$ cat config.mk
export PLATFORM = sky130hd
export DESIGN_NAME = vga_ctrl
export DESIGN_NICKNAME = d
export VERILOG_FILES = /design/src/rtl/vga_ctrl.sv
export SDC_FILE = /design/constraint.sdc
export NUM_CORES = 1
export LEC_CHECK = 0
export ABC_CLOCK_PERIOD_IN_PS = 6750
export CORE_MARGIN = 4
export CORE_UTILIZATION = 52
export CTS_CLUSTER_DIAMETER = 200
export DETAILED_ROUTE_END_ITERATION = 8
export PLACE_DENSITY_LB_ADDON = 0.2
export SLEW_MARGIN = 5
export SYNTH_ARGS = -nofsm -noshare
export SYNTH_HDL_FRONTEND = slang
export SYNTH_SLANG_ARGS = --single-unit
$ cat constraint.sdc
create_clock -name clk -period 6.75 [get_ports clk]
set_clock_uncertainty 0.2 [all_clocks]
set_input_delay 2.025 -clock clk [delete_from_list [all_inputs] [get_ports clk]]
set_output_delay 2.025 -clock clk [all_outputs]
set_load 0.01 [all_outputs]
$ cat src/rtl/vga_ctrl.sv
// vga_ctrl: VGA timing generator driven by a clock-enable pixel tick, with aligned registered hs/vs/rgb
module vga_ctrl #(
  parameter int CLK_DIV  = 4,
  parameter int H_ACTIVE = 640,
  parameter int H_FP     = 16,
  parameter int H_SYNC   = 96,
  parameter int H_BP     = 48,
  parameter int V_ACTIVE = 480,
  parameter int V_FP     = 10,
  parameter int V_SYNC   = 2,
  parameter int V_BP     = 33
) (
  input  logic        clk,
  input  logic        rst,
  input  logic [11:0] pixel,
  output logic [9:0]  pix_x,
  output logic [9:0]  pix_y,
  output logic        hs,
  output logic        vs,
  output logic [11:0] rgb
);
  localparam int H_TOTAL = H_ACTIVE + H_FP + H_SYNC + H_BP;
  localparam int V_TOTAL = V_ACTIVE + V_FP + V_SYNC + V_BP;
  localparam int DW = CLK_DIV > 1 ? $clog2(CLK_DIV) : 1;
  localparam logic [DW-1:0] DIV_LAST = DW'(CLK_DIV - 1);
  localparam logic [9:0] H_LAST = 10'(H_TOTAL - 1);
  localparam logic [9:0] V_LAST = 10'(V_TOTAL - 1);
  localparam logic [9:0] H_ACT  = 10'(H_ACTIVE);
  localparam logic [9:0] V_ACT  = 10'(V_ACTIVE);
  localparam logic [9:0] HS_BEG = 10'(H_ACTIVE + H_FP);
  localparam logic [9:0] HS_END = 10'(H_ACTIVE + H_FP + H_SYNC);
  localparam logic [9:0] VS_BEG = 10'(V_ACTIVE + V_FP);
  localparam logic [9:0] VS_END = 10'(V_ACTIVE + V_FP + V_SYNC);
  logic [DW-1:0] div_cnt;
  logic [9:0]    h_cnt;
  logic [9:0]    v_cnt;
  logic          pix_en;
  logic          active;
  always_comb begin
    pix_en = div_cnt == DIV_LAST;
    active = h_cnt < H_ACT && v_cnt < V_ACT;
    pix_x  = active ? h_cnt : '0;
    pix_y  = active ? v_cnt : '0;
  end
  // outputs are computed from the pre-advance counters so rgb lags pix_x/pix_y by one tick
  always_ff @(posedge clk) begin
    if (rst) begin
      div_cnt <= '0;
      h_cnt   <= '0;
      v_cnt   <= '0;
      hs      <= 1'b1;
      vs      <= 1'b1;
      rgb     <= '0;
    end else begin
      div_cnt <= pix_en ? '0 : div_cnt + 1'b1;
      if (pix_en) begin
        h_cnt <= h_cnt == H_LAST ? '0 : h_cnt + 1'b1;
        if (h_cnt == H_LAST) v_cnt <= v_cnt == V_LAST ? '0 : v_cnt + 1'b1;
        rgb <= active ? pixel : 12'h000;
        hs  <= !(h_cnt >= HS_BEG && h_cnt < HS_END);
        vs  <= !(v_cnt >= VS_BEG && v_cnt < VS_END);
      end
    end
  end
endmodule

After elaboration in Yosys (flattened, before gate mapping)

Cells that the tools add are included.

Bits in registers: 36
Input port bits: 14
Logic and storage cells: 30

Add/subtract/negate cells: 3
$lt $le $gt $ge: 6
Equality and inequality tests: 3
Muxes and demuxes: 5
Reduce and logical (&&, ||, !) cells: 7

Operator list:

| cell                                                                                  | number |
|---|---|
| 10-bit 2-to-1 mux                                                                     | 4 |
| 10-bit by 1-bit adder with 10-bit output (second input constant)                      | 2 |
| 10-bit == test (second input constant)                                                | 2 |
| 10-bit less-than comparator (second input constant)                                   | 2 |
| 10-bit by 9-bit less-than comparator with 1-bit output (second input constant)        | 2 |
| 12-bit 2-to-1 mux                                                                     | 1 |
| 10-bit greater-or-equal comparator (second input constant)                            | 1 |
| 10-bit by 9-bit greater-or-equal comparator with 1-bit output (second input constant) | 1 |
| 1-bit logical AND                                                                     | 3 |
| 2-bit by 1-bit adder with 2-bit output (second input constant)                        | 1 |
| 2-bit == test (second input constant)                                                 | 1 |
| 1-bit zero test                                                                       | 2 |
| 2-bit AND reduction                                                                   | 1 |
| 2-bit OR reduction                                                                    | 1 |

Depth between registers and ports, before layout

Word-level depth: 3
Depth in mapped cells: 7

Worst setup path after synthesis

Ideal clock, no wire load.

Kind: reg2out
Start point: reg v_cnt[5]
End point: out pix_x[4]
Arrival time: 1419 ps
Required time: 4525 ps
Setup slack: 3106 ps
Stages on the path, launching flop included: 7
Path buffers: 3
Path through: dfxtp_1 -> buf_4 -> and4_1 -> buf_2 -> nor3_4 -> clkbuf_1 -> and2_1

Word-level cells in the longest chain between the ends: 3

RTL lines:

| element                                                | line | source |
|---|---|---|
| start: declaration                                     | 36   | `logic [9:0] v_cnt;` |
| start signal: assignment                               | 58   | `if (h_cnt == H_LAST) v_cnt <= v_cnt == V_LAST ? '0 : v_cnt + 1'b1;` |
| 10-bit by 9-bit less-than comparator with 1-bit output | 41   | `active = h_cnt < H_ACT && v_cnt < V_ACT;` |
| 1-bit logical AND                                      | 41   |  |
| 10-bit 2-to-1 mux                                      | 42   | `pix_x = active ? h_cnt : '0;` |
| end: declaration                                       | 16   | `output logic [9:0] pix_x,` |

Every way passes these cells.

Final worst setup path

Start point: reg v_cnt[5]
End point: out pix_x[6]

The elaborated chain is that of the path after synthesis.

==> summary.txt <==
Placed design
  – Placed cells: 292
  – Detailed placer's ending HPWL: between 2000 and 3000 um
  – Routability congestion estimate: between 0.8 and 0.9
  – I/O Buffers: between 40 and 50
  – Post-DP Area: 0.002303 sq mm

Logic synthesis
  – Syn. warnings: 0
  – Total of flip-flops plus latches after synthesis: 36
  – Cell taking the most area after synthesis: dfxtp_1
  – Cells after Synth: 216
  – Top-area cell type share of the netlist area: a little under two fifths
  – Netlist cell types: 44
  – EDFF count, synth: 0
  – Ys flop type: dfxtp_1
  – Top post-synthesis cells by area: dfxtp_1 38%, nand2b_1 5.0%, a21oi_1 4.8%
  – Mapped cell area: 0.001893 sq mm
  – Mapped Avg Cell Area: 8.764 sq um
  – Async SR Flop Fraction: 0%
  – Sequential-to-total area share from yosys stat: a little under two fifths
  – Post-Syn Nets: 235

Clock network
  – Root Buffer: clkbuf_4
  – Hold buffer count at cts: 0
  – Postcts setup bufs: 0
  – Worst-Skew Late Latency: ~0.33 ns
  – CTS tree: done
  – Clock buffer depth: 2
  – # resized after CTS: 0
  – Clock Pin Slew Worst Setup and Hold Paths: ~0.11 ns
  – Clk sink count: 36
  – CTS H-tree lvls: 2
  – Number of CTS-inserted buffers: 5

Layout
  – Area taken by multi-input logic gates: slightly above 0.001 sq mm
  – Nets@finish: roughly 270
  – Non-Filler Instances: 300
  – Final instance area: about 0.0024 sq mm
  – FF+latch area: about 720 sq um
  – Antenna diode count: 0
  – Fraction of layout cells with a size suffix above 1: around 7.5%
  – # fillers: approximately 290
  – Area growth, synth to finish: 24.92%

Setup path
  – CP startpoint: v_cnt[5]
  – Buf/Inv on CP: 1
  – Worst r2r src: div_cnt[0]
  – Critical R2R Capture: v_cnt[5]
  – Worst endpoint required time: 4.53 ns
  – Crit-path max FO: 25
  – Reg2Reg Setup Slack: between 3 and 4 ns
  – CP Launch Type: flip-flop
  – CP Capture Type: output pin
  – CP Data Arrival Time: 2.58 ns
  – Cell family with most CP delay: simple AND/OR/NAND/NOR gates
  – Worst path max stage delay: about 0.7 ns
  – Crit path max-delay cell type: nor3_4
  – WS Path Type: reg2out
  – CP endpoint: pix_x[6]
  – Reg2Reg Depth: 5
  – Worst-path cell chain: and4_1 -> nor3_4 -> and2_2 -> clkdlybuf4s50_1
  – Critical Path Stages: 4

STA
  – Fin. Hold Viols: 0
  – Tmin final: 4.809 ns
  – Setup TNS: 0 ns
  – Worst slew pin tran: 1.047 ns
  – Worst slew margin: between 30% and 40%
  – Final setup fails: 0
  – RSZ-0062 raised after global routing: no
  – Hold slack: 0.2407 ns
  – Slew Viols, Final: 0
  – Tcrit/Tclk final: 71.24%
  – Fmax achieved: around 0.21 GHz

Power and ir drop
  – Pwr/cell area: 157.5 mW/mm^2
  – Peak supply drop: between 0.1 and 0.15 mV
  – Total Power: 372.4 uW
  – Leak Pwr: 0.8059 nW

Global routing
  – Grt ovf: 0
  – Vias in the first global route: 1432
  – Largest net degree at the start of global routing: 38
  – GRT Resource Usage Total: 19.03%
  – Initial antenna violation count: 0
  – Global-route wire length before repair: 6693 um

Drt
  – Vias: roughly 1600
  – Drt drc: 0
  – DR pass1 iterations: 5
  – Initial drt markers: 110
  – Final antenna-violating net count: 0
  – Final wirelength: just over 4000 um
  – Avg WL per Cell: between 10 and 15 um
  – Vias/cell: 5.363

Worst hold path
  – Worst Hold Class: reg2reg

Floorplanning
  – Io pins: between 40 and 50
  – Num rows: 21
  – Initial core utilization: between 50% and 60%
  – DIE HEIGHT: a little under 70 um
  – Core Area: between 0.003 and 0.004 sq mm
  – Die area: approximately 0.0047 sq mm
  – Die width: 68.34 um

Run
  – MaxCap Viol Count: 0

Run status
  – Status: complete, no violations
[placed cells by master (no fill, tap or decap), types with 4 or more instances in the layout]
cell type	count
o21ai_0	4
inv_1	7
nand4_1	6
nor3_1	6
nor4_1	8
nand2b_1	15
clkbuf_4	5
xor2_1	4
nand2_1	7
nand3_1	18
a21oi_1	18
or3_1	4
dfxtp_1	36
and2_1	12
xnor2_1	7
ha_1	5
clkdlybuf4s50_1	46
nor2_1	14
[synthesized netlist by cell type (2+ instances only)]
cell type / count
o21ai_0: 4
nor4_1: 8
or3_1: 4
buf_6: 3
dfxtp_1: 36
nand3_1: 18
nand2_1: 7
nor2_1: 14
xor2_1: 4
clkbuf_1: 6
o21a_1: 2
nand4_1: 6
o21ba_1: 2
inv_1: 7
ha_1: 5
a21oi_1: 18
xnor2_1: 7
and3_2: 2
nor3b_1: 2
buf_4: 3
and2_2: 2
nand2b_1: 15
buf_2: 3
and4_1: 2
nor3_1: 6
and2_1: 12
[worst min-delay path by stage]
stage,from,end,slack [ns],cells after the start
4_1_cts,div_cnt[0],div_cnt[0],0.24,1
3_5_place_dp,div_cnt[0],div_cnt[0],0.23,1
6_report,div_cnt[0],div_cnt[0],0.24,1
3_3_place_gp,div_cnt[0],div_cnt[0],0.22,1
5_1_grt,div_cnt[0],div_cnt[0],0.28,1
2_1_floorplan,div_cnt[0],div_cnt[0],0.20,1
[routing by layer]
metal  GRT usage [%]  up-vias  share of wire [%]
li1                -      824                  -
met1           25.55      746                 47
met2           29.48       35                 47
met3           4.762        4                4.9
met4           6.700        0               0.79
met5               0        -                  0
[per-stage QoR]
stage               setup WS [ns]  util (%)
floorplan                   3.106         -
global placement            2.342     67.44
detailed placement          2.297     67.44
CTS                         1.920     69.23
global route                1.759     69.23
finish                      1.941     69.23
[final cells by class]
class / instances / share of cell area, %
clock inverters: 2 / 0.4233
flip-flops and latches: 36 / 30.48
inverters: 7 / 1.111
multi-input cells: 157 / 43.92
repair buffers: 46 / 19.47
clock buffers: 6 / 2.169
well taps: 46 / 2.434
[state kept, by name, summed over array words and instances (netlist names)]
| register | count |
|---|---|
| hs | 1 |
| h_cnt | 10 |
| div_cnt | 2 |
| rgb | 12 |
| v_cnt | 10 |
| vs | 1 |
[cell families (layout without fill, tap and decap cells)]
family / Yosys count / after routing / share of synthesized area (%)
DFF: 36 / 36 / 38.07
adders and majority gates: 5 / 5 / 3.305
buffers and inverters: 23 / 61 / 7.072
muxes: 1 / 1 / 0.5288
xor gates and xnor gates: 11 / 11 / 5.089
AOI/OAI and AO/OA: 32 / 32 / 10.44
and+or+nand+nor: 107 / 107 / 35.29
other: 1 / 1 / 0.1981
[power by group]
| group | switching [mW] | leakage [nW] | internal (mW) |
|---|---|---|---|
| Clock | 0.0693 | 0.0380 | 0.0496 |
| Combinational | 0.0145 | 0.477 | 0.0190 |
| Sequential | 0.00272 | 0.291 | 0.217 |
| Total | 0.0865 | 0.806 | 0.286 |
(Power assumes the default switching activity.)
